**config.mk**
```make
export PLATFORM = sky130hd
export DESIGN_NAME = fetch_unit
export DESIGN_NICKNAME = d
export VERILOG_FILES = /design/src/rtl/fetch_unit.sv
export SDC_FILE = /design/constraint.sdc
export NUM_CORES = 1
export LEC_CHECK = 0
export ABC_CLOCK_PERIOD_IN_PS = 3200
export BUFFER_PORTS_ARGS = -buffer_cell sky130_fd_sc_hd__clkbuf_2
export CAP_MARGIN = 20
export CELL_PAD_IN_SITES_DETAIL_PLACEMENT = 1
export CELL_PAD_IN_SITES_GLOBAL_PLACEMENT = 1
export CORE_MARGIN = 8
export CORE_UTILIZATION = 37
export CTS_CLUSTER_DIAMETER = 60
export DETAILED_ROUTE_END_ITERATION = 8
export PLACE_DENSITY_LB_ADDON = 0.1
export RECOVER_POWER = 25
export SYNTH_ARGS = -nofsm -noshare
export SYNTH_HDL_FRONTEND = slang
export SYNTH_SLANG_ARGS = --single-unit
```
**constraint.sdc**
```tcl
create_clock -name clk -period 3.2 [get_ports clk]
set_clock_uncertainty 0.1 [all_clocks]
set_input_delay 0.32 -clock clk [delete_from_list [all_inputs] [get_ports clk]]
set_output_delay 0.32 -clock clk [all_outputs]
set_load 0.02 [all_outputs]
```
**src/rtl/fetch_unit.sv**
```systemverilog
`timescale 1ns/1ps
// Instruction fetch stage: holds the PC and fetches one instruction at a time for decode/execute.
// Latency: at least 3 cycles from a commit to the next instr_valid (HOLD->REQ->WAIT->HOLD).
// Backpressure: the request stays asserted with a stable address until imem_ready; only one fetch is outstanding.
//
// Ports:
//   clk, rst_n                  clock and asynchronous active-low reset
//   pc_src, branch_taken,       next-PC selection from the control unit and datapath,
//   branch_target, jump_target  sampled only on a commit while an instruction is held
//   commit                      retire pulse from execute
//   imem_req, imem_addr         fetch request / address to instruction memory
//   imem_ready                  memory accepts the request this cycle
//   imem_rvalid, imem_rdata     instruction response
//   instr, opcode, instr_valid  held instruction and its opcode field for decode
//   pc, pc_plus4                address of held instruction and its link value
//   misaligned_fault            sticky flag: a computed next PC was not word aligned
//   retired                     count of retired instructions (wraps)
module fetch_unit #(
    parameter logic [31:0] RESET_PC = 32'h0000_0000
) (
    input  logic        clk,
    input  logic        rst_n,
    input  logic [1:0]  pc_src,
    input  logic        branch_taken,
    input  logic [31:0] branch_target,
    input  logic [31:0] jump_target,
    input  logic        commit,
    output logic        imem_req,
    output logic [31:0] imem_addr,
    input  logic        imem_ready,
    input  logic        imem_rvalid,
    input  logic [31:0] imem_rdata,
    output logic [31:0] instr,
    output logic [6:0]  opcode,
    output logic        instr_valid,
    output logic [31:0] pc,
    output logic [31:0] pc_plus4,
    output logic        misaligned_fault,
    output logic [31:0] retired
);

    localparam logic [31:0] NOP_INSTR = 32'h0000_0013;

    localparam logic [1:0] PC_SRC_SEQ    = 2'b00;
    localparam logic [1:0] PC_SRC_BRANCH = 2'b01;
    localparam logic [1:0] PC_SRC_JUMP   = 2'b10;

    typedef enum logic [2:0] {
        ST_IDLE  = 3'd0,
        ST_REQ   = 3'd1,
        ST_WAIT  = 3'd2,
        ST_HOLD  = 3'd3,
        ST_FAULT = 3'd4
    } state_t;

    state_t      state_q, state_d;
    logic [31:0] pc_q, pc_d;
    logic [31:0] instr_q, instr_d;
    logic [31:0] retired_q, retired_d;
    logic        fault_q, fault_d;

    logic [31:0] pc_plus4_w;
    logic [31:0] next_pc;

    assign pc_plus4_w = pc_q + 32'd4;

    // Next-PC mux. The reserved encoding 11 falls through to sequential.
    // JAL/JALR targets have bit 0 forced low here so the datapath does not
    // have to; bit 1 is kept so a misaligned jump is still detected.
    always_comb begin
        next_pc = pc_plus4_w;
        case (pc_src)
            PC_SRC_BRANCH: begin
                if (branch_taken) begin
                    next_pc = branch_target;
                end
            end
            PC_SRC_JUMP: begin
                next_pc = jump_target & 32'hFFFF_FFFE;
            end
            default: begin
                next_pc = pc_plus4_w;
            end
        endcase
    end

    always_ff @(posedge clk or negedge rst_n) begin
        if (!rst_n) begin
            state_q   <= ST_IDLE;
            pc_q      <= RESET_PC;
            instr_q   <= NOP_INSTR;
            retired_q <= 32'd0;
            fault_q   <= 1'b0;
        end else begin
            state_q   <= state_d;
            pc_q      <= pc_d;
            instr_q   <= instr_d;
            retired_q <= retired_d;
            fault_q   <= fault_d;
        end
    end

    // Response data is captured only in WAIT, so a response in the same
    // cycle as acceptance, in HOLD, or arriving late after a reset is
    // dropped. Commit is honoured only in HOLD.
    always_comb begin
        state_d   = state_q;
        pc_d      = pc_q;
        instr_d   = instr_q;
        retired_d = retired_q;
        fault_d   = fault_q;

        case (state_q)
            ST_IDLE: begin
                state_d = ST_REQ;
            end
            ST_REQ: begin
                if (imem_ready) begin
                    state_d = ST_WAIT;
                end
            end
            ST_WAIT: begin
                if (imem_rvalid) begin
                    instr_d = imem_rdata;
                    state_d = ST_HOLD;
                end
            end
            ST_HOLD: begin
                if (commit) begin
                    // A faulting instruction has still retired.
                    retired_d = retired_q + 32'd1;
                    if (next_pc[1:0] == 2'b00) begin
                        pc_d    = next_pc;
                        state_d = ST_REQ;
                    end else begin
                        fault_d = 1'b1;
                        state_d = ST_FAULT;
                    end
                end
            end
            ST_FAULT: begin
                state_d = ST_FAULT;
            end
            default: begin
                state_d = ST_IDLE;
            end
        endcase
    end

    assign imem_req         = (state_q == ST_REQ);
    assign instr_valid      = (state_q == ST_HOLD);
    assign imem_addr        = pc_q;
    assign pc               = pc_q;
    assign pc_plus4         = pc_plus4_w;
    assign instr            = instr_q;
    assign opcode           = instr_q[6:0];
    assign misaligned_fault = fault_q;
    assign retired          = retired_q;

endmodule

```
# [Word level (Yosys, flattened, before mapping)]
# Cells that the tools add are included.
[op_classes] addsub=2 n_eq_ne=9 mux=7 bitwise=1 n_reduce_logical=7
[op_table] operator="$pmux W32 S2" count=1
[op_table] operator="$add A32 B1 Y32 const B" count=1
[op_table] operator="$add A32 B3 Y32 const B" count=1
[op_table] operator="$mux W32" count=1
[op_table] operator="$pmux W3 S5" count=1
[op_table] operator="$mux W3" count=4
[op_table] operator="$reduce_and A3 Y1" count=3
[op_table] operator="$eq A3 B2 Y1 const B" count=2
[op_table] operator="$ne A2 B2 Y1 const B" count=2
[op_table] operator="$reduce_and A2 Y1" count=2
[op_table] operator="$eq A3 B1 Y1 const B" count=1
[op_table] operator="$eq A3 B3 Y1 const B" count=1
[op_table] operator="$logic_not A3 Y1" count=1
[op_table] operator="$eq A2 B1 Y1 const B" count=1
[op_table] operator="$eq A2 B2 Y1 const B" count=1
[op_table] operator="$logic_not A2 Y1" count=1
[op_table] operator="$ne A2 B1 Y1 const B" count=1
[op_table] operator="$not A1 Y1" count=1
[totals] elab_cells=31 regBits=100

# [Longest topological paths before layout]
[depth] depth_word=7 ltp_mapped=9 ltp_nobuf=7

# [Worst setup path before layout]
# Ideal clock, no wire load.
[synth_timing] path_kind="register to output" from="reg pc_q[13] (netlist: imem_addr[13])" to="out pc_plus4[26]" path_buffers=1 arrival_time_ns=2.026 slack_ns=0.754 stages_incl_launch_ff=6 t_required_ns=2.780 cell_sequence="dfrtp_1 -> buf_2 -> nand4_2 -> or3_1 -> nor4_2 -> xor2_1"
[synth_between] elab_chain_len=1
[synth_lines] item="start: declaration" line_no="57" text="logic [31:0] pc_q, pc_d;"
[synth_lines] item="start signal: assignment" line_no="96" text="pc_q <= pc_d;"
[synth_lines] item="$add A32 B3 Y32" line_no="65" text="assign pc_plus4_w = pc_q + 32'd4;"
[synth_lines] item="end: declaration" line_no="37" text="output logic [31:0] pc_plus4,"
# No other way between the ends.

# [Worst setup path in the final report]
[layout_timing] from="reg pc_q[13] (netlist: imem_addr[13])" to="out pc_plus4[25]"
# Same word-level chain as after synthesis.

==> flow_summary.toml <==
[yosys]
synth.yosys.warnings = 0
syn_inst = 580
synthDominantCellAreaShare = 0.419
synth_nets = 688
syn-mean-instance-area_um2 = 10.0
synth_area_leader_cell = "dfrtp_1"
postSynthRegisterBits = 100
synth_cell_types = 53
number_of_enable_type_register_cells_in_the_synthesized_netlist = 0
synth_area_leaders = "dfrtp_1 (42%), mux2_2 (6.2%), xnor2_1 (6.0%)"
synth-async-reset-ratio = 1.00
post_synth_instance_area_um2 = 5800
synth_seq_area_share = 0.432
dominant_register_cell_in_the_synthesized_netlist = "dfrtp_1"

[detailed_routing]
drc = 0
vias_per_cell = 5.17
detailedRoute.firstIterationViolations = 167
routed_wirelength_um = 20200
detail_route.first_pass.iterations = 4
routed_wire_length_per_instance_um = 19.8
route.antenna.remaining_nets = 0
num_vias = 5278

[power]
internal_power_uw = 3330
power.switching_uw = 2900
leakagePower_uw = 0.00363
power_per_cell_area_nw_per_um2 = 842
clockPowerShare = 0.185
swShare = 0.465
max-vdd-ir-drop_mv = 0.460
share_comb_of_total_power = 0.458
pwr-share-seq = 0.357

[clocking]
cts_buffers = 9
cts.repair.resized = 0
ctsHoldBuffers = 0
clock_sink_count = 100
clock_tree.root_cell = "clkbuf_16"
clock_tree_buf_depth = 2
worst_setup_hold_path_clk_slew_ns = 0.07
tritoncts = "built"
postCtsSetupBuffers = 0
htreeDepth = 3
worstSkewPairLatency_ns = 0.35

[layout]
final_net_count = 913
area_delta_synth_final_pct = 27.6
drive_gt1_frac = 0.443
finalInstanceArea_um2 = 7400
antenna_cells = 0
final_util = 0.485

[min_path]
hold_path_class = "input pin to register"

[sta]
fmax_ghz = 0.345
timing_max_transition_violations_final = 69
post-route-min-period_ns = 2.90
timing.slew.headroom = -0.173
fin_worst_setup_slack_ns = 0.299
post-route-period-util = 0.907
whs_ns = 0.0926
setup_viol = 0
grt_setup_unrepaired = "no"
worst-slew-pin-transition_ns = 1.76
finalHoldViolCount = 0
finalSetupTns_ns = 0

[job]
timing.max_cap.violations = 1

[place]
dpl_hpwl_um = 15600
port-buffer-count = 272
post_dp_cell_area_um2 = 7110
final_estimated_routing_congestion_in_global_placement = 0.798
place_worst_setup_slack_ns = 0.696

[floorplanning]
core_area_um2 = 15300
dieWidth_um = 141
row_count = 45
start_util = 0.380
io_pins = 274
fp.dieH_um = 141
floorplan.die_area_um2 = 19900

[grt]
wire_length_of_the_first_global_routing_pass_um = 31800
grt_antenna_before_repair = 0
grt.total_usage = 0.201
grt_start_max_net_pins = 69
globalRouteOverflowTotal = 0
number_of_global_route_vias_before_repair = 5767

[outcome]
violated_checks = "max-capacitance violations, max-slew violations"
run_status = "complete, but fails checks"

[setup_path]
critical_path_required_ns = 2.78
setup.worst_path.end_class = "output pin"
crit_type = "register to output pin"
worst_setup_path_start_kind = "register"
critPathArrivalTime_ns = 2.48
crit_path_max_fanout = 10
-- metal layers --
layer / global-route usage / vias to the layer above / part of all wire
met2: 0.356 / 157 / 0.52
met5: 0 / - / 0
met4: 0.0520 / 0 / 0.012
li1: - / 2494 / -
met3: 0.0537 / 16 / 0.063
met1: 0.236 / 2611 / 0.41
-- path summary, 6_finish.rpt --
path	startpoint	endpoint	slack, ns	cells after the start
max	imem_addr[13]	pc_plus4[25]	0.30	5
min	imem_rdata[27]	instr[27]	0.09	2
max reg2reg	imem_addr[8]	imem_addr[31]	0.72	5
min reg2reg	retired[31]	retired[31]	0.38	1
max in group asynchronous	rst_n	instr[20]	1.25	2
min in group asynchronous	rst_n	instr[6]	0.33	1
-- cell usage in the layout (no fill, tap or decap), drive strengths merged, types with 3 or more instances in the layout --
| master | n |
|---|---|
| nor2b | 3 |
| or2 | 5 |
| nand3 | 26 |
| nand2 | 30 |
| a21oi | 20 |
| o21ai | 32 |
| a22o | 5 |
| o32a | 6 |
| o22ai | 8 |
| mux2 | 32 |
| o32ai | 4 |
| a31oi | 5 |
| ha | 4 |
| xor2 | 19 |
| xnor2 | 40 |
| buf | 12 |
| and3 | 12 |
| o2bb2ai | 8 |
| nand4 | 16 |
| clkbuf | 284 |
| dfstp | 3 |
| nor3 | 7 |
| inv | 19 |
| nor4 | 9 |
| a21o | 3 |
| nor2 | 40 |
| a22oi | 31 |
| dfrtp | 97 |
| and2 | 5 |
| and4 | 5 |
-- synth_stat cells (all sizes together), types with 2 or more instances --
cell type,count
o32ai,4
a21o,3
and4,5
nand2,30
o2bb2ai,8
clkbuf,18
o21ai,32
nand3,26
and2,5
o22ai,8
dfrtp,97
o31a,2
and3,12
ha,4
xor2,19
dfstp,3
a31oi,5
a22o,5
mux2,32
inv,17
nor2,40
xnor2,40
or2,5
nor3,7
buf,54
a21oi,20
or4,2
o22a,2
nand4,16
nor2b,3
o32a,6
a22oi,31
nor4,9
-- worst max-delay path, stage by stage (launching register included) --
cell	delay [ns]
dfrtp_1	0.55
nand4_2	0.30
or3_1	0.47
nor4_2	0.43
xnor2_1	0.18
clkbuf_2	0.19
-- cell type report --
| class | count | area, µm² |
|---|---|---|
| clock buffers | 10 | 239 |
| clock inverters | 6 | 71.3 |
| fillers | 1851 | 7860 |
| inverters | 17 | 63.8 |
| multi-input cells | 391 | 2800 |
| flip-flops and latches | 100 | 2510 |
| well taps | 211 | 264 |
| repair buffers | 286 | 1460 |
-- registers in the layout, indices dropped and copies added, names as in the netlist --
register / cells
imem_addr: 32
instr: 32
retired: 32
state_q: 3
misaligned_fault: 1
-- cells by family (layout without fill, tap and decap cells) --
kind of cell    Yosys count  count (layout)  share of synthesized area
buf+inv                  89             319                     0.0865
fa+ha+maj                 4               4                    0.00863
simple gates            166             166                      0.171
xor+xnor                 59              59                     0.0891
compound gates          129             129                      0.149
flops                   100             100                      0.432
mux                      33              33                     0.0639
-- power by group through the flow --
| stage | sequential [µW] | combinational [µW] | clock (µW) |
|---|---|---|---|
| after detailed placement | 2250 | 2900 | 0 |
| final | 2230 | 2850 | 1150 |
| after floorplan | 2540 | 1650 | 0 |
| after CTS | 2240 | 2920 | 1180 |
| after global routing | 2310 | 3070 | 1220 |
| after global placement | 2200 | 2850 | 0 |
-- metrics by stage --
stage | power, µW | instances
3_5_place_dp | 5160 | 1005
3_3_place_gp | 5060 | 1005
4_1_cts | 6340 | 1021
5_1_grt | 6600 | 1021
6_report | 6230 | 1021
2_1_floorplan | 4190 | 580
Note: power is estimated with default switching activity, not from simulation.
